## src/rtl/alu_pkg.sv

```systemverilog
// Shared op-codes and flag bit positions for the pipelined ALU.
package alu_pkg;
    localparam logic [2:0] OP_ADD = 3'b000;
    localparam logic [2:0] OP_AND = 3'b001;
    localparam logic [2:0] OP_OR  = 3'b010;
    localparam logic [2:0] OP_XOR = 3'b011;
    localparam logic [2:0] OP_SUB = 3'b100;
    localparam logic [2:0] OP_SHL = 3'b101;
    localparam logic [2:0] OP_SHR = 3'b110;
    localparam logic [2:0] OP_SLT = 3'b111;

    localparam int FLAG_W    = 4;
    localparam int FLG_ZERO  = 0;
    localparam int FLG_CARRY = 1;
    localparam int FLG_NEG   = 2;
    localparam int FLG_OVF   = 3;
endpackage

```

## src/rtl/alu_core.sv

```systemverilog
// Combinational ALU datapath: (a, b, sel) -> (result, flags).
// Build option ALU_PIPE_SAT_EN makes ADD/SUB saturate signed on overflow.
module alu_core
    import alu_pkg::*;
#(
    parameter int WIDTH = 8
) (
    input  logic [WIDTH-1:0]  a,
    input  logic [WIDTH-1:0]  b,
    input  logic [2:0]        sel,
    output logic [WIDTH-1:0]  result,
    output logic [FLAG_W-1:0] flags
);
    localparam int SHW = $clog2(WIDTH);

    logic [WIDTH:0]   sum;
    logic [WIDTH:0]   diff;
    logic             add_ovf;
    logic             sub_ovf;
    logic [SHW-1:0]   shamt;
    logic [WIDTH-1:0] sat_val;
    logic [WIDTH-1:0] res_raw;
    logic [WIDTH-1:0] res_fin;
    logic             carry;
    logic             ovf;

    assign sum     = {1'b0, a} + {1'b0, b};
    assign diff    = {1'b0, a} - {1'b0, b};
    assign add_ovf = (a[WIDTH-1] == b[WIDTH-1]) && (sum[WIDTH-1] != a[WIDTH-1]);
    assign sub_ovf = (a[WIDTH-1] != b[WIDTH-1]) && (diff[WIDTH-1] != a[WIDTH-1]);
    assign shamt   = b[SHW-1:0];
    // On any ADD/SUB overflow the sign of a tells which rail was crossed.
    assign sat_val = a[WIDTH-1] ? {1'b1, {(WIDTH-1){1'b0}}} : {1'b0, {(WIDTH-1){1'b1}}};

    always_comb begin
        res_raw = '0;
        carry   = 1'b0;
        ovf     = 1'b0;
        case (sel)
            OP_ADD: begin
                res_raw = sum[WIDTH-1:0];
                carry   = sum[WIDTH];
                ovf     = add_ovf;
            end
            OP_AND: res_raw = a & b;
            OP_OR:  res_raw = a | b;
            OP_XOR: res_raw = a ^ b;
            OP_SUB: begin
                res_raw = diff[WIDTH-1:0];
                carry   = diff[WIDTH];
                ovf     = sub_ovf;
            end
            OP_SHL: res_raw = a << shamt;
            OP_SHR: res_raw = a >> shamt;
            default: res_raw = {{(WIDTH-1){1'b0}}, ($signed(a) < $signed(b))};
        endcase
    end

    always_comb begin
`ifdef ALU_PIPE_SAT_EN
        res_fin = ovf ? sat_val : res_raw;
`else
        res_fin = res_raw;
`endif
    end

    always_comb begin
        flags            = '0;
        flags[FLG_ZERO]  = (res_fin == '0);
        flags[FLG_CARRY] = carry;
        flags[FLG_NEG]   = res_fin[WIDTH-1];
        flags[FLG_OVF]   = ovf;
    end

    assign result = res_fin;
endmodule

```

## src/rtl/alu_pipe.sv

```systemverilog
// Two-stage pipelined ALU with valid/ready on both sides.
// Build option ALU_PIPE_SAT_EN (inside alu_core) selects saturating ADD/SUB.
module alu_pipe
    import alu_pkg::*;
#(
    parameter int WIDTH = 8
) (
    input  logic              clk,
    input  logic              rst_n,
    input  logic              in_valid,
    output logic              in_ready,
    input  logic [WIDTH-1:0]  a,
    input  logic [WIDTH-1:0]  b,
    input  logic [2:0]        sel,
    output logic              out_valid,
    input  logic              out_ready,
    output logic [WIDTH-1:0]  result,
    output logic [FLAG_W-1:0] flags
);
    // Handshake: a beat moves on an edge where valid & ready are both high;
    // ready never depends on valid, and a stalled output holds result/flags.
    logic              stall;
    logic              s1_valid;
    logic [WIDTH-1:0]  s1_a;
    logic [WIDTH-1:0]  s1_b;
    logic [2:0]        s1_sel;
    logic [WIDTH-1:0]  core_result;
    logic [FLAG_W-1:0] core_flags;

    assign stall    = out_valid & ~out_ready;
    assign in_ready = ~stall;

    alu_core #(.WIDTH(WIDTH)) u_core (
        .a      (s1_a),
        .b      (s1_b),
        .sel    (s1_sel),
        .result (core_result),
        .flags  (core_flags)
    );

    always_ff @(posedge clk or negedge rst_n) begin
        if (!rst_n) begin
            s1_valid  <= 1'b0;
            s1_a      <= '0;
            s1_b      <= '0;
            s1_sel    <= '0;
            out_valid <= 1'b0;
            result    <= '0;
            flags     <= '0;
        end else if (!stall) begin
            // in_ready is high here, so in_valid alone decides beat vs bubble.
            s1_valid  <= in_valid;
            s1_a      <= a;
            s1_b      <= b;
            s1_sel    <= sel;
            out_valid <= s1_valid;
            result    <= core_result;
            flags     <= core_flags;
        end
    end
endmodule

```

## config.mk

```make
export PLATFORM = sky130hd
export DESIGN_NAME = alu_pipe
export DESIGN_NICKNAME = d
export VERILOG_FILES = /design/src/rtl/alu_pkg.sv /design/src/rtl/alu_core.sv /design/src/rtl/alu_pipe.sv
export SDC_FILE = /design/constraint.sdc
export NUM_CORES = 1
export LEC_CHECK = 0
export CORE_MARGIN = 10
export CORE_UTILIZATION = 58
export DETAILED_ROUTE_END_ITERATION = 7
export DONT_BUFFER_PORTS = 1
export PLACE_DENSITY = 0.82
export SKIP_CTS_REPAIR_TIMING = 1
export SLEW_MARGIN = 0
export SYNTH_ARGS = -nofsm -noshare
export SYNTH_HDL_FRONTEND = slang
export SYNTH_SLANG_ARGS = --single-unit
```

## constraint.sdc

```tcl
create_clock -name clk -period 8.4 [get_ports clk]
set_input_delay 2.1 -clock clk [delete_from_list [all_inputs] [get_ports clk]]
set_output_delay 2.1 -clock clk [all_outputs]
set_load 0.005 [all_outputs]
```

After elaboration in Yosys (flattened, before gate mapping)
Cells that the tools add are included.

word-level totals
  output and inout port bits = 14
  word-level logic and storage cells = 35
  register bits after elaboration = 33
  input bits = 23

cells by class
  $lt $le $gt $ge = 1
  bitwise logic cells = 6
  shift operators = 2
  mux-type cells = 3
  reduce and logical (&&, ||, !) cells = 4
  equal/unequal tests = 10
  $add $sub $neg = 2

operator list
  operator              number
  $pmux W8 S7           1
  $add A8 B8 Y9         1
  $eq A3 B3 Y1 const B  3
  $sub A8 B8 Y9         1
  $and A8 B8 Y8         1
  $logic_not A8 Y1      1
  $lt A8 B8 Y1          1
  $or A8 B8 Y8          1
  $shl A8 B3 Y8         1
  $shr A8 B3 Y8         1
  $xor A8 B8 Y8         1
  $eq A3 B2 Y1 const B  2
  $pmux W1 S2           2
  $eq A3 B1 Y1 const B  1
  $logic_not A3 Y1      1
  $ne A1 B1 Y1          3
  $logic_and A1 B1 Y1   2
  $not A1 Y1            2
  $and A1 B1 Y1         1
  $eq A1 B1 Y1          1

Depth between registers and ports, before layout
  depth after elaboration = 4
  depth in mapped cells = 11
  mapped depth without buffers = 10

Hierarchy
A second synthesis with hierarchy kept.

second synthesis, totals
  cells, all modules = 311
  area, all modules = 3225.6 sq um

modules (own cells, without submodules)
  module    area an instance (sq um)  sequential area each (sq um)  cells an instance  times used
  alu_core  1844.3                    0.0                           239                1
  alu_pipe  1381.3                    825.8                         72                 1

Least setup slack after synthesis
Ideal clock, no wire load.

  kind = input to output
  start point = in out_ready
  end point = out in_ready
  setup slack = 3527 ps
  data required time = 6300 ps
  path buffers = 2
  cell stages on the path = 3
  arrival = 2773 ps
  path through = nand2b_1 clkbuf_1 clkbuf_1

between the ends
  word-level cells in the longest chain between the ends = 3

ends and longest elaborated chain
  element             RTL line        RTL
  start: declaration  alu_pipe.sv:16  input logic out_ready,
  $not A1 Y1          alu_pipe.sv:30  assign stall = out_valid & ~out_ready;
  $and A1 B1 Y1       alu_pipe.sv:30
  $not A1 Y1          alu_pipe.sv:31  assign in_ready = ~stall;
  end: declaration    alu_pipe.sv:11  output logic in_ready,

Every way passes these cells.

Worst setup path after layout
Ends and elaborated chain as after synthesis.

==> run_results.csv <==
group,metric,value,unit
die,die_width,90.21,microns
power,vdd_drop_max,0.0001492,V
layout,syn2layout_area_growth,2.013,%
routing,dr.first_iter.drc_count,218,
clock_network,cts_root_buffer,"clkbuf_8",
layout,diodes,0,
grt,grt_pass1_wl,12.03,mm
logic_synthesis,yosys.cell_types.count,59,
die,start_util,60.13,%
layout,seq_area,800.8,sq um
logic_synthesis,yosysWarnings,0,
sta,finalCritPeriodShare,56.43,%
sta,min_period,4740,ps
clock_network,cts_max_level,2,
routing,wl_met2,3.398,mm
sta,timing.fmax,0.2110,GHz
routing,wl,7.404,mm
worst_setup_path,r2r_end,"flags[0]$_DFFE_PN0N_",
job,maxCapViolations,0,
sta,tightest_slew,843.9,ps
sta,fin_setup_tns,0,ps
die,die_area,8138,sq um
worst_setup_path,r2r-start,"s1_b[0]$_DFFE_PN0N_",
routing,post_drt_wl_per_cell,19.54,microns
grt,gr-total-overflow,0,
logic_synthesis,seq_area_frac_synth,28.01,%
logic_synthesis,syn_nets,375,
layout,nFillCells,419,
worst_setup_path,cpPeakStageDelay,440,ps
routing,routedLengthMet1,3.300,mm
power,power_density,212.8,nW/um^2
clock_network,cts_tree,"built",
routing,first_pass_iters,5,
routing,wl_met3,574,microns
worst_setup_path,critPathTopFamily,"buffers and inverters",
sta,hold_viol_final,0,
place,portBuffers,0,
clock_network,cts_sinks,32,
clock_network,numCtsBuffers,5,
die,ioPinCount,37,
sta,clock_skew,10.62,ps
routing,vias,2423,
die,core,4755,sq um
routing,routed_via_density,6.393,
layout,nNetsFinal,361,
logic_synthesis,syn_area,2859,sq um
grt,grt_pass1_vias,2389,
place,dpl.hpwl,5.424,mm
layout,multiInputGateArea,1836,sq um
status,outcome,"completed",
sta,slew_headroom,43.74,%
sta,rsz0062_at_grt,"no",
worst_setup_path,startpoint_type,"primary input",
layout,post-route-util,61.34,%
power,leakagePower,1.281,nW
logic_synthesis,async_flop_share,100.0,%
sta,drv_slew,0,
worst_setup_path,endpoint_kind,"output port",
worst_setup_path,crit_chain,"nand2b_2 -> buf_4",
worst_setup_path,crit_buf_inv,1,
routing,postRouteAntennaNets,0,
sta,setup_violations,0,
worst_hold_path,min_from,"s1_valid$_DFFE_PN0N_",
worst_setup_path,reg2reg_depth,9,
clock_network,worstSkewPairLatency,290,ps
worst_hold_path,whs_path_depth,1,
place,place_congestion,0.9222,
grt,grt_max_degree,57,
grt,gr-usage-all-layers,17.88,%
logic_synthesis,ys_ff_latch,32,
worst_setup_path,ff2ff_setup_slack,5110,ps
worst_setup_path,arrival,2640,ps
worst_setup_path,criticalPathCategory,"primary input to output port",
worst_setup_path,cp.required,6300,ps
logic_synthesis,syn_avg_cell_area,8.797,sq um
clock_network,clockBufferDepth,2,
worst_hold_path,hold_class,"flop to flop",
logic_synthesis,synth-edff-count,0,
die,placementRows,25,
logic_synthesis,synth_cells,325,
worst_hold_path,holdPathEnd,"out_valid$_DFFE_PN0N_",
layout,drive_gt1_share,12.18,%
die,die_h,90.21,microns
grt,antenna_found_initial,0,
logic_synthesis,ys.flop_type,"dfrtp_1",
routing,drc_errors,0,
sta,worst_hold_slack,472.4,ps
worst_setup_path,critPathSlowestCell,"buf_4",
routing,top_layer,"met4",
worst_setup_path,cp_max_fo,56,
clock_network,path_clk_slew,70,ps
[per-layer routing]
metal,up-vias,track usage (%)
met1,1144,23.83
met2,126,27.72
met4,0,6.499
met3,10,3.824
met5,-,0
li1,1143,-
[worst max-delay path by stage]
| stage | start | to | slack [ps] | cells after the start |
|---|---|---|---|---|
| after floorplan | out_ready | in_ready | 3530 | 3 |
| after global placement | out_ready | in_ready | 3680 | 2 |
| after CTS | out_ready | in_ready | 3650 | 2 |
| final | out_ready | in_ready | 3660 | 2 |
| after detailed placement | out_ready | in_ready | 3660 | 2 |
| after global routing | out_ready | in_ready | 3600 | 2 |
[metrics by stage]
step           std cells  total power (W)  cell area, sq um  setup slack (ps)
3_3_place_gp         371        0.0004879              2829              3683
2_1_floorplan        325        0.0004433              2859              3527
6_report             379        0.0006208              2917              3660
4_1_cts              379        0.0006180              2917              3649
5_1_grt              379        0.0006631              2917              3595
3_5_place_dp         371        0.0004951              2829              3655
[sequential cells by signal, indices dropped and copies added (netlist names)]
| signal | flops |
|---|---|
| s1_a | 8 |
| s1_valid | 1 |
| out_valid | 1 |
| s1_sel | 3 |
| s1_b | 8 |
| result | 7 |
| flags | 4 |
[cells in the mapped netlist (all sizes together), types with 5 or more instances]
library cell | n | area (sq um)
a211oi | 5 | 42.54
mux2i | 6 | 60.06
mux2 | 13 | 146.4
inv | 25 | 93.84
buf | 18 | 112.6
o22ai | 5 | 31.28
nand2 | 29 | 108.9
nor3 | 6 | 30.03
nor2 | 29 | 108.9
a21oi | 20 | 100.1
nand3 | 6 | 30.03
a31oi | 6 | 43.79
nand2b | 5 | 31.28
clkbuf | 5 | 18.77
o21ai | 30 | 150.1
xnor2 | 5 | 43.79
mux4 | 8 | 180.2
ha | 25 | 312.8
dfrtp | 32 | 800.8
[area by class of cell]
cell class                 instances  area share [%]
multi-input combinational        245           62.93
sequential                        32           27.46
inverter                          25           3.218
tap                               67           2.874
clock buffer                       5           2.360
clock inverter                     3          0.6435
timing repair buffer               2          0.5148
[layout by cell type, fill, tap and decap left out, types with 3 or more instances in the layout]
cell	count
nand2b_1	4
o21ai_0	28
nor2_1	29
or3_1	3
clkbuf_8	5
inv_1	24
a211oi_1	4
ha_1	25
nor3_1	6
mux2_2	13
mux2i_1	6
xnor2_1	5
nand2_1	29
a221o_1	3
o22ai_1	5
a21oi_1	20
a211o_1	3
a31oi_1	5
mux4_2	8
dfrtp_1	32
nand3_1	6
[logic make-up after synthesis]
kind of cell / Yosys count / synth area share (%)
muxes: 27 / 13.52
adders and majority gates: 27 / 12.34
xor gates and xnor gates: 7 / 2.144
buffers and inverters: 48 / 7.877
DFF: 32 / 28.01
and+or+nand+nor: 89 / 14.22
AOI/OAI and AO/OA: 95 / 21.88
[power breakdown]
part           internal (W)  leakage [nW]  switching [W]
clock network     0.0000578        0.0479      0.0000645
logic              0.000121         0.845       0.000146
registers          0.000183         0.388      0.0000489
total              0.000362          1.28       0.000259
No activity file was read; power rests on OpenSTA's default activity.
